==> config.mk <==
export PLATFORM = sky130hd
export DESIGN_NAME = usbd_report_encoder
export DESIGN_NICKNAME = d
export VERILOG_FILES = /design/src/rtl/usbh_report_pkg.sv /design/src/rtl/btn_debounce.sv /design/src/rtl/usbd_report_encoder.sv
export SDC_FILE = /design/constraint.sdc
export NUM_CORES = 1
export LEC_CHECK = 0
export ABC_AREA = 0
export BUFFER_PORTS_ARGS = -buffer_cell sky130_fd_sc_hd__buf_2
export CAP_MARGIN = 20
export CORE_MARGIN = 2
export CORE_UTILIZATION = 48
export DETAILED_ROUTE_END_ITERATION = 12
export GPL_TIMING_DRIVEN = 0
export PLACE_DENSITY = 0.72
export SLEW_MARGIN = 20
export SYNTH_ARGS = -nofsm -noshare
export SYNTH_HDL_FRONTEND = slang
export SYNTH_HIERARCHICAL = 1
export SYNTH_SLANG_ARGS = --single-unit
export TNS_END_PERCENT = 100
==> constraint.sdc <==
create_clock -name i_clk -period 7.1 [get_ports i_clk]
set_input_delay 1.42 -clock i_clk [delete_from_list [all_inputs] [get_ports i_clk]]
set_output_delay 1.42 -clock i_clk [all_outputs]
set_load 0.02 [all_outputs]
==> src/rtl/usbh_report_pkg.sv <==
// Shared HID joystick report layout for the USB host decoder and device encoder.
// Bit offsets, axis values, hat codes and NES button indices.
package usbh_report_pkg;

  localparam int RPT_ID_LSB  = 0;
  localparam int RPT_X_LSB   = 8;
  localparam int RPT_Y_LSB   = 16;
  localparam int RPT_RX_LSB  = 24;
  localparam int RPT_RY_LSB  = 32;
  localparam int RPT_BTN_A   = 47;
  localparam int RPT_BTN_B   = 48;
  localparam int RPT_TURBO_A = 52;
  localparam int RPT_TURBO_B = 53;
  localparam int RPT_SELECT  = 54;
  localparam int RPT_START   = 55;
  localparam int RPT_HAT_LSB = 60;

  localparam logic [7:0] AXIS_MIN = 8'h00;
  localparam logic [7:0] AXIS_CTR = 8'h80;
  localparam logic [7:0] AXIS_MAX = 8'hFF;

  localparam int NES_A      = 0;
  localparam int NES_B      = 1;
  localparam int NES_SELECT = 2;
  localparam int NES_START  = 3;
  localparam int NES_UP     = 4;
  localparam int NES_DOWN   = 5;
  localparam int NES_LEFT   = 6;
  localparam int NES_RIGHT  = 7;

  typedef enum logic [3:0] {
    HAT_N    = 4'h0,
    HAT_NE   = 4'h1,
    HAT_E    = 4'h2,
    HAT_SE   = 4'h3,
    HAT_S    = 4'h4,
    HAT_SW   = 4'h5,
    HAT_W    = 4'h6,
    HAT_NW   = 4'h7,
    HAT_NONE = 4'hF
  } hat_t;

  typedef enum logic {
    ST_IDLE,
    ST_SEND
  } tx_state_t;

  // Inputs are already resolved: opposing directions never both set.
  function automatic hat_t hat_code(
    input logic u,
    input logic d,
    input logic l,
    input logic r
  );
    hat_t h;
    h = HAT_NONE;
    case ({u, d, l, r})
      4'b1000: h = HAT_N;
      4'b1001: h = HAT_NE;
      4'b0001: h = HAT_E;
      4'b0101: h = HAT_SE;
      4'b0100: h = HAT_S;
      4'b0110: h = HAT_SW;
      4'b0010: h = HAT_W;
      4'b1010: h = HAT_NW;
      default: h = HAT_NONE;
    endcase
    return h;
  endfunction

endpackage

==> src/rtl/btn_debounce.sv <==
// Two-flop synchroniser plus per-bit consecutive-tick debounce counter.
// All bits share one external sample tick.
module btn_debounce #(
  parameter int width = 10,
  parameter int n     = 3
) (
  input  logic             i_clk,
  input  logic             i_rst_n,
  input  logic             i_tick,
  input  logic [width-1:0] i_raw,
  output logic [width-1:0] o_db
);

  localparam logic [3:0] LAST = 4'(n - 1);

  logic [width-1:0] s1;
  logic [width-1:0] s2;
  logic [width-1:0] db;
  logic [3:0]       cnt [width];

  always_ff @(posedge i_clk) begin
    if (!i_rst_n) begin
      s1  <= '0;
      s2  <= '0;
      db  <= '0;
      cnt <= '{default: '0};
    end else begin
      s1 <= i_raw;
      s2 <= s1;
      if (i_tick) begin
        for (int i = 0; i < width; i++) begin
          if (s2[i] != db[i]) begin
            if (cnt[i] == LAST) begin
              db[i]  <= ~db[i];
              cnt[i] <= '0;
            end else begin
              cnt[i] <= cnt[i] + 4'd1;
            end
          end else begin
            cnt[i] <= '0;
          end
        end
      end
    end
  end

  assign o_db = db;

endmodule

==> src/rtl/usbd_report_encoder.sv <==
// NES button state to Saitek P3600-style 64-bit HID report, sent on change
// and periodically when idle, over a valid/ready handshake.
module usbd_report_encoder #(
  parameter int         c_clk_hz      = 6000000,
  parameter int         c_debounce_hz = 1000,
  parameter int         c_debounce_n  = 3,
  parameter int         c_idle_hz     = 4,
  parameter logic [7:0] c_report_id   = 8'h00
) (
  input  logic        i_clk,
  input  logic        i_rst_n,
  input  logic [7:0]  i_btn,
  input  logic [1:0]  i_turbo,
  output logic [63:0] o_report,
  output logic        o_report_valid,
  input  logic        i_report_ready,
  output logic [7:0]  o_btn_db
);

  import usbh_report_pkg::*;

  localparam int TICK_P = c_clk_hz / c_debounce_hz;
  localparam int IDLE_P = c_clk_hz / c_idle_hz;
  localparam int TW     = $clog2(TICK_P + 1);
  localparam int IW     = $clog2(IDLE_P + 1);

  logic [TW-1:0] tick_cnt;
  logic          tick;
  logic [9:0]    db;

  assign tick = (tick_cnt == TW'(TICK_P - 1));

  always_ff @(posedge i_clk) begin
    if (!i_rst_n)  tick_cnt <= '0;
    else if (tick) tick_cnt <= '0;
    else           tick_cnt <= tick_cnt + TW'(1);
  end

  btn_debounce #(
    .width (10),
    .n     (c_debounce_n)
  ) u_debounce (
    .i_clk   (i_clk),
    .i_rst_n (i_rst_n),
    .i_tick  (tick),
    .i_raw   ({i_turbo, i_btn}),
    .o_db    (db)
  );

  assign o_btn_db = db[7:0];

  // Opposing directions cancel to released.
  logic up, down, left, right;
  assign up    = db[NES_UP]    & ~db[NES_DOWN];
  assign down  = db[NES_DOWN]  & ~db[NES_UP];
  assign left  = db[NES_LEFT]  & ~db[NES_RIGHT];
  assign right = db[NES_RIGHT] & ~db[NES_LEFT];

  logic [63:0] enc;

  always_comb begin
    enc = '0;
    enc[RPT_ID_LSB +: 8]  = c_report_id;
    enc[RPT_X_LSB +: 8]   = left ? AXIS_MIN : (right ? AXIS_MAX : AXIS_CTR);
    enc[RPT_Y_LSB +: 8]   = up ? AXIS_MIN : (down ? AXIS_MAX : AXIS_CTR);
    enc[RPT_RX_LSB +: 8]  = AXIS_CTR;
    enc[RPT_RY_LSB +: 8]  = AXIS_CTR;
    enc[RPT_BTN_A]        = db[NES_A];
    enc[RPT_BTN_B]        = db[NES_B];
    enc[RPT_SELECT]       = db[NES_SELECT];
    enc[RPT_START]        = db[NES_START];
    enc[RPT_TURBO_A]      = db[8];
    enc[RPT_TURBO_B]      = db[9];
    enc[RPT_HAT_LSB +: 4] = hat_code(up, down, left, right);
  end

  tx_state_t     state, state_d;
  logic [63:0]   report_q, report_d;
  logic [63:0]   last_q, last_d;
  logic          force_q, force_d;
  logic [IW-1:0] idle_cnt, idle_d;
  logic          idle_exp;

  assign idle_exp = (idle_cnt == IW'(IDLE_P - 1));

  always_ff @(posedge i_clk) begin
    if (!i_rst_n) begin
      state    <= ST_IDLE;
      report_q <= '0;
      last_q   <= '0;
      force_q  <= 1'b1;
      idle_cnt <= '0;
    end else begin
      state    <= state_d;
      report_q <= report_d;
      last_q   <= last_d;
      force_q  <= force_d;
      idle_cnt <= idle_d;
    end
  end

  always_comb begin
    state_d  = state;
    report_d = report_q;
    last_d   = last_q;
    force_d  = force_q;
    idle_d   = idle_cnt;
    unique case (state)
      ST_IDLE: begin
        idle_d = idle_exp ? '0 : idle_cnt + IW'(1);
        if (enc != last_q || idle_exp || force_q) begin
          state_d  = ST_SEND;
          report_d = enc;
          force_d  = 1'b0;
          idle_d   = '0;
        end
      end
      ST_SEND: begin
        if (i_report_ready) begin
          state_d = ST_IDLE;
          last_d  = report_q;
          idle_d  = '0;
        end
      end
    endcase
  end

  assign o_report       = report_q;
  assign o_report_valid = (state == ST_SEND);

endmodule
==> flow_results.xml, run 1 <==
<?xml version="1.0" encoding="UTF-8"?>
<metrics>
  <group name="route">
    <metric name="route.top_layer_used" unit="">met4</metric>
    <metric name="routed-via-count" unit="">5485</metric>
    <metric name="drt.antenna.violating_nets" unit="">0</metric>
    <metric name="met3RoutedLength" unit="um">744</metric>
    <metric name="wl_per_cell" unit="um">13.8</metric>
    <metric name="met2RoutedLength" unit="um">6840</metric>
    <metric name="routed_wirelength" unit="um">14500</metric>
    <metric name="wl_met1" unit="um">6740</metric>
    <metric name="route.detailed.vias_per_inst" unit="">5.20</metric>
    <metric name="remaining_drc_errors" unit="">0</metric>
    <metric name="drt_pass1_iterations" unit="">5</metric>
    <metric name="initialDrtViolationCount" unit="">467</metric>
  </group>
  <group name="setup_path">
    <metric name="critPathArrivalTime" unit="ns">3.41</metric>
    <metric name="setup.worst_path.class" unit="">in2reg</metric>
    <metric name="critical_path_most_common_cell" unit="">clkbuf_1</metric>
    <metric name="max_incr_delay_on_cp" unit="ns">0.45</metric>
    <metric name="cp.buffers_inverters" unit="">4</metric>
    <metric name="worstPathRequired" unit="ns">7.43</metric>
    <metric name="critical-path-top-delay-family" unit="">buffers and inverters</metric>
    <metric name="critical_path_peak_fanout" unit="">15</metric>
    <metric name="start_kind" unit="">input port</metric>
    <metric name="cp-end-kind" unit="">register</metric>
    <metric name="crit_chain" unit="">buf_2, inv_1, nor2_1, clkbuf_1, clkbuf_1, nand2_1, o21ai_0</metric>
    <metric name="crit_slowest_cell" unit="">clkbuf_1</metric>
  </group>
  <group name="layout">
    <metric name="post_route_cells_drive_above_1_share" unit="%">18.6</metric>
    <metric name="filler_cell_count" unit="">1228</metric>
    <metric name="insertedDiodeCount" unit="">0</metric>
    <metric name="final_common_cell" unit="">dfxtp_1</metric>
    <metric name="flow.area_growth_from_synthesis" unit="%">17.3</metric>
    <metric name="postLayoutCoreUtil" unit="%">57.6</metric>
    <metric name="layout_common_cells" unit="">136 x dfxtp_1, 90 x nand2_1, 54 x buf_2, 50 x buf_4, 41 x nor2_1</metric>
    <metric name="layout.nets" unit="">902</metric>
  </group>
  <group name="grt">
    <metric name="groute.usage.overall" unit="%">19.8</metric>
    <metric name="grt_overflow" unit="">0</metric>
    <metric name="global_route_wire_length_before_repair" unit="um">23400</metric>
    <metric name="grt_start_max_net_pins" unit="">17</metric>
    <metric name="via_count_of_the_first_global_routing_pass" unit="">4935</metric>
    <metric name="grt_antenna_before_repair" unit="">0</metric>
  </group>
  <group name="floorplan">
    <metric name="io_pins" unit="">86</metric>
    <metric name="chipWidth" unit="um">123</metric>
    <metric name="placementRows" unit="">43</metric>
    <metric name="initial_utilization" unit="%">49.1</metric>
    <metric name="die_area" unit="mm2">0.0151</metric>
    <metric name="die_height" unit="um">123</metric>
    <metric name="standard_cell_core_area" unit="mm2">0.0138</metric>
  </group>
  <group name="clock_network">
    <metric name="cts_resized" unit="">0</metric>
    <metric name="cts_hold_repair.buffers" unit="">0</metric>
    <metric name="worstSkewPairLatency" unit="ns">0.41</metric>
    <metric name="postCtsSetupBuffers" unit="">0</metric>
    <metric name="clock_tree_from_tritoncts" unit="">built</metric>
    <metric name="cts_max_level" unit="">4</metric>
    <metric name="tritoncts.num_buffers" unit="">17</metric>
    <metric name="cts_root_buffer" unit="">clkbuf_16</metric>
    <metric name="clock_sink_count" unit="">136</metric>
    <metric name="cts.reportedPaths.clkPinSlew" unit="ns">0.05</metric>
    <metric name="cts.path.max_buffers" unit="">2</metric>
  </group>
  <group name="timing">
    <metric name="unrepaired_setup_endpoints_after_global_routing" unit="">no</metric>
    <metric name="worstMarginPinSlew" unit="ns">0.929</metric>
    <metric name="hold_viol" unit="">0</metric>
    <metric name="post-route-period-util" unit="%">43.4</metric>
    <metric name="finalSetupViolCount" unit="">0</metric>
    <metric name="slew_headroom" unit="%">37.5</metric>
    <metric name="slew_viol_final" unit="">0</metric>
    <metric name="tns" unit="ns">0</metric>
    <metric name="layout_min_cycle_time" unit="ns">3.08</metric>
    <metric name="fmax" unit="MHz">324</metric>
    <metric name="finalClockSkew" unit="ns">0.00831</metric>
  </group>
  <group name="synth">
    <metric name="postSynthRegisterBits" unit="">136</metric>
    <metric name="synthArstFlopShare" unit="%">0</metric>
    <metric name="synth_enable_flop_cells" unit="">0</metric>
    <metric name="synth_area" unit="mm2">0.00679</metric>
    <metric name="syn-instance-count" unit="">760</metric>
    <metric name="netlist-cell-type-count" unit="">67</metric>
    <metric name="synth_top_cells_by_area" unit="">dfxtp_1 40%, buf_4 5.5%, nand2_1 5.0%, ha_1 4.6%, mux2i_1 2.9%</metric>
    <metric name="yosysWarningCount" unit="">6</metric>
    <metric name="synth.yosys.seq_area_share" unit="%">40.1</metric>
    <metric name="avgSynthCellArea" unit="um2">8.94</metric>
    <metric name="netlist.area_leader.share" unit="%">40.1</metric>
    <metric name="synth_top_area_cell" unit="">dfxtp_1</metric>
    <metric name="yosys_most_used_dff" unit="">dfxtp_1</metric>
  </group>
  <group name="pwr">
    <metric name="worst_case_vdd_ir_drop" unit="uV">160</metric>
    <metric name="total_leakage_power" unit="nW">3.28</metric>
    <metric name="p_per_area" unit="mW/mm2">217</metric>
  </group>
  <group name="placed_design">
    <metric name="numPortBuffers" unit="">49</metric>
    <metric name="detailedPlacementHpwl" unit="um">10200</metric>
    <metric name="place.gp.congestion" unit="">0.874</metric>
  </group>
  <group name="min_path">
    <metric name="hold_path_class" unit="">reg2reg</metric>
  </group>
  <group name="outcome">
    <metric name="run_status" unit="">complete, no violations</metric>
  </group>
  <group name="run">
    <metric name="max_cap_viol_count" unit="">0</metric>
  </group>
</metrics>
-- flip-flops by register name, indices dropped and copies added (netlist names) --
register / flops
u_debounce/cnt: 40
idle_cnt: 21
last_q: 15
o_report: 15
tick_cnt: 13
u_debounce/o_db: 10
u_debounce/s1: 10
u_debounce/s2: 10
force_q: 1
o_report_valid: 1
-- cells in the mapped netlist (8+ instances only) --
cell,count
a21oi_1,29
a31oi_1,13
and2_1,21
and3_1,15
buf_4,50
clkbuf_1,14
dfxtp_1,136
ha_1,25
inv_1,26
mux2i_1,20
nand2_1,90
nand2b_1,13
nand3_1,34
nand3b_1,20
nand4_1,8
nor2_1,41
nor2b_1,11
o21a_1,11
o21ai_0,17
o21ai_1,9
o22ai_1,13
xnor2_1,17
xor2_1,20
-- kinds of logic (layout without fill, tap and decap cells) --
family                   after synthesis  after routing  synth area share (%)
multiplexers                          21             21                  3.11
other                                  1             36                0.0552
flip-flops                           136            136                  40.1
adder cells (fa/ha/maj)               25             25                  4.61
buffers and inverters                105            184                  9.65
AO/OA/AOI/OAI                        125            125                  12.3
XOR/XNOR                              38             38                  5.01
AND/OR/NAND/NOR                      309            309                  25.2
-- worst reg2reg max path, delay by kind of cell (launching register included) --
kind | cells | cell delay (ns)
flops | 1 | 0.46
compound gates | 4 | 1.11
fa+ha+maj | 1 | 0.35
buf+inv | 1 | 0.10
simple gates | 2 | 0.58
-- path summary, 6_finish.rpt --
| kind | startpoint | to | slack (ns) | cells past startpoint |
|---|---|---|---|---|
| max | i_rst_n | o_report[61] | 4.02 | 7 |
| min | u_debounce/s1[0] | u_debounce/s2[0] | 0.43 | 1 |
| max reg2reg | u_debounce/o_db[6] | idle_cnt[18] | 4.43 | 8 |
| min reg2reg | u_debounce/s1[0] | u_debounce/s2[0] | 0.43 | 1 |
-- metal layers --
layer | vias up | track usage (%)
met5 | - | 0
met4 | 0 | 8.48
met3 | 12 | 4.43
met2 | 154 | 32.5
met1 | 2546 | 25.1
li1 | 2773 | -
-- cell type report --
cell class | count | area (um2) | share of cell area, %
sequential | 136 | 2720 | 34.2
timing repair buffer | 50 | 250 | 3.14
inverter | 27 | 101 | 1.27
multi-input combinational | 554 | 3550 | 44.6
buffer | 78 | 554 | 6.96
clock inverter | 3 | 65.1 | 0.816
clock buffer | 26 | 499 | 6.26
tap | 180 | 225 | 2.83
-- through the flow --
stage	cell area, um2	hold slack, ns	worst slack (ns)	cells	total power, W
after floorplan	6920	0.412	4.62	795	0.000877
after global placement	7390	0.417	3.67	1024	0.000900
after detailed placement	7400	0.421	3.66	1025	0.000901
after CTS	7970	0.433	4.06	1054	0.00175
after global routing	7970	0.449	3.87	1054	0.00179
final	7970	0.431	4.02	1054	0.00173
-- power breakdown --
part,internal [W],switching [W]
clock,0.000548,0.000300
combinational,0.0000370,0.0000631
sequential,0.000776,0.00000857
total,0.00136,0.000371
(Power assumes the default switching activity.)
==> run 2: changes to the inputs <==
Settings changed: PLACE_DENSITY 0.72 to 0.75.
Clock period 7.1 ns to 2.8 ns, I/O delays scaled along.
==> run 2 against run 1 <==
  * Global-route usage is 0.77 points higher
  * Clock-buffer cell count is 5 lower
  * Sequential power grew to 2.5 times the previous value
  * Worst hold slack worse by 0.090 ns
  * Register-to-register slack worse by 4.2 ns
  * Critical path type is now reg2reg
  * Largest power group unchanged
==> flow_results.xml, run 2 (synthesis results as in run 1) <==
<?xml version="1.0" encoding="UTF-8"?>
<metrics>
  <group name="outcome">
    <metric name="run_status" unit="">complete, no violations</metric>
  </group>
  <group name="timing">
    <metric name="hold_viol" unit="">0</metric>
    <metric name="fmax" unit="MHz">391</metric>
    <metric name="tns" unit="ns">0</metric>
    <metric name="finalClockSkew" unit="ns">0.00708</metric>
    <metric name="post-route-period-util" unit="%">91.4</metric>
    <metric name="unrepaired_setup_endpoints_after_global_routing" unit="">no</metric>
    <metric name="slew_viol_final" unit="">0</metric>
    <metric name="layout_min_cycle_time" unit="ns">2.56</metric>
    <metric name="slew_headroom" unit="%">33.6</metric>
    <metric name="final_critical_path_setup_slack" unit="ns">0.242</metric>
    <metric name="worstMarginPinSlew" unit="ns">0.986</metric>
    <metric name="finalSetupViolCount" unit="">0</metric>
  </group>
  <group name="pwr">
    <metric name="worst_case_vdd_ir_drop" unit="uV">456</metric>
    <metric name="total_leakage_power" unit="nW">3.29</metric>
    <metric name="p_per_area" unit="mW/mm2">560</metric>
  </group>
  <group name="grt">
    <metric name="via_count_of_the_first_global_routing_pass" unit="">5195</metric>
    <metric name="global_route_wire_length_before_repair" unit="um">24300</metric>
    <metric name="grt_antenna_before_repair" unit="">0</metric>
    <metric name="grt_overflow" unit="">0</metric>
    <metric name="grt_start_max_net_pins" unit="">17</metric>
    <metric name="groute.usage.overall" unit="%">20.6</metric>
  </group>
  <group name="route">
    <metric name="routed-via-count" unit="">5603</metric>
    <metric name="routed_wirelength" unit="um">14900</metric>
    <metric name="drt.antenna.violating_nets" unit="">0</metric>
    <metric name="drt_pass1_iterations" unit="">5</metric>
    <metric name="route.detailed.vias_per_inst" unit="">5.32</metric>
    <metric name="wl_per_cell" unit="um">14.1</metric>
    <metric name="remaining_drc_errors" unit="">0</metric>
    <metric name="initialDrtViolationCount" unit="">271</metric>
  </group>
  <group name="clock_network">
    <metric name="tritoncts.num_buffers" unit="">17</metric>
    <metric name="postCtsSetupBuffers" unit="">0</metric>
    <metric name="cts.path.max_buffers" unit="">2</metric>
    <metric name="clock_tree_from_tritoncts" unit="">built</metric>
    <metric name="cts_root_buffer" unit="">clkbuf_16</metric>
    <metric name="cts.reportedPaths.clkPinSlew" unit="ns">0.06</metric>
    <metric name="clock_sink_count" unit="">136</metric>
    <metric name="worstSkewPairLatency" unit="ns">0.42</metric>
    <metric name="cts_max_level" unit="">4</metric>
  </group>
  <group name="floorplan">
    <metric name="io_pins" unit="">86</metric>
    <metric name="die_height" unit="um">123</metric>
    <metric name="chipWidth" unit="um">123</metric>
    <metric name="standard_cell_core_area" unit="mm2">0.0138</metric>
    <metric name="die_area" unit="mm2">0.0151</metric>
    <metric name="initial_utilization" unit="%">49.1</metric>
    <metric name="placementRows" unit="">43</metric>
  </group>
  <group name="layout">
    <metric name="final_common_cell" unit="">dfxtp_1</metric>
    <metric name="reg.largest.list" unit="">u_debounce/cnt (40), idle_cnt (21)</metric>
    <metric name="flow.area_growth_from_synthesis" unit="%">18.1</metric>
    <metric name="largest_reg_flops" unit="">40</metric>
    <metric name="insertedDiodeCount" unit="">0</metric>
    <metric name="filler_cell_count" unit="">1225</metric>
    <metric name="top_register" unit="">u_debounce/cnt</metric>
    <metric name="post_route_cells_drive_above_1_share" unit="%">19.2</metric>
    <metric name="layout.nets" unit="">902</metric>
    <metric name="layout_common_cells" unit="">136 x dfxtp_1, 90 x nand2_1, 53 x buf_2, 51 x buf_4, 41 x nor2_1</metric>
    <metric name="postLayoutCoreUtil" unit="%">58.0</metric>
  </group>
  <group name="placed_design">
    <metric name="detailedPlacementHpwl" unit="um">10200</metric>
    <metric name="place.gp.congestion" unit="">0.860</metric>
    <metric name="place_ws" unit="ns">0.130</metric>
    <metric name="numPortBuffers" unit="">49</metric>
  </group>
  <group name="setup_path">
    <metric name="worstSetupStartpoint" unit="">u_debounce/o_db[6]</metric>
    <metric name="critPathCapture" unit="">idle_cnt[10]</metric>
    <metric name="critical_path_peak_fanout" unit="">8</metric>
    <metric name="critical_path.reg2reg.startpoint" unit="">u_debounce/o_db[6]</metric>
    <metric name="rr_endpoint" unit="">idle_cnt[10]</metric>
    <metric name="timing.reg2reg.setup_slack" unit="ns">0.24</metric>
    <metric name="worst-r2r-cell-count" unit="">9</metric>
    <metric name="worstPathRequired" unit="ns">3.14</metric>
    <metric name="setup.worst_path.class" unit="">reg2reg</metric>
    <metric name="cp-end-kind" unit="">register</metric>
    <metric name="critPathArrivalTime" unit="ns">2.90</metric>
    <metric name="start_kind" unit="">register</metric>
  </group>
  <group name="run">
    <metric name="max_cap_viol_count" unit="">0</metric>
  </group>
  <group name="min_path">
    <metric name="hold_path_class" unit="">in2reg</metric>
  </group>
</metrics>
[run 2: layout make-up]
class	instances	area [um2]	share of cell area, %
sequential	136	2720	34.0
tap	180	225	2.81
timing repair buffer	50	253	3.15
buffer	78	554	6.91
inverter	27	101	1.26
clock inverter	8	123	1.53
clock buffer	21	470	5.87
multi-input combinational	554	3570	44.5
[run 2: worst min path at each step]
stage / start / to / cells after the start
after CTS: i_btn[5] / u_debounce/s1[5] / 2
after global placement: u_debounce/s1[7] / u_debounce/s2[7] / 1
final: i_btn[5] / u_debounce/s1[5] / 2
after detailed placement: u_debounce/s1[6] / u_debounce/s2[6] / 1
after floorplan: u_debounce/s1[0] / u_debounce/s2[0] / 1
after global routing: i_turbo[0] / u_debounce/s1[8] / 2
[run 2: through the flow]
step / hold slack, ns / instance area (um2) / total power, W / cells
2_1_floorplan: 0.412 / 6920 / 0.00222 / 795
3_3_place_gp: 0.414 / 7390 / 0.00228 / 1024
3_5_place_dp: 0.419 / 7410 / 0.00228 / 1025
4_1_cts: 0.324 / 8000 / 0.00453 / 1054
5_1_grt: 0.335 / 8020 / 0.00464 / 1054
6_report: 0.341 / 8020 / 0.00449 / 1054
[run 2: where the power goes]
part | total, W | switching, W | internal (W)
registers | 0.00199 | 0.0000219 | 0.00197
logic | 0.000253 | 0.000159 | 0.0000939
clock network | 0.00225 | 0.000795 | 0.00145
[run 2: timing repair]
| action | CTS | global route |
|---|---|---|
| hold buffers | 0 | 0 |
| resized for setup | 0 | 2 |
| setup endpoints to repair | 0 | 3 |
[run 2: per-layer routing]
metal	wire length, um	part of all wire, %	vias to the layer above	GRT usage (%)
li1	-	-	2784	-
met1	6650	45	2655	25.0
met2	7180	48	138	34.6
met3	738	5.0	26	5.21
met4	290	2.0	0	8.91
met5	0	0	-	0
[run 2: critical path, stage by stage (launching register included)]
cell	delay (ns)
dfxtp_1	0.47
inv_1	0.10
ha_1	0.36
or3_1	0.32
a21oi_1	0.18
o211a_1	0.25
and4_2	0.24
buf_6	0.14
nand2_1	0.17
o211ai_1	0.24
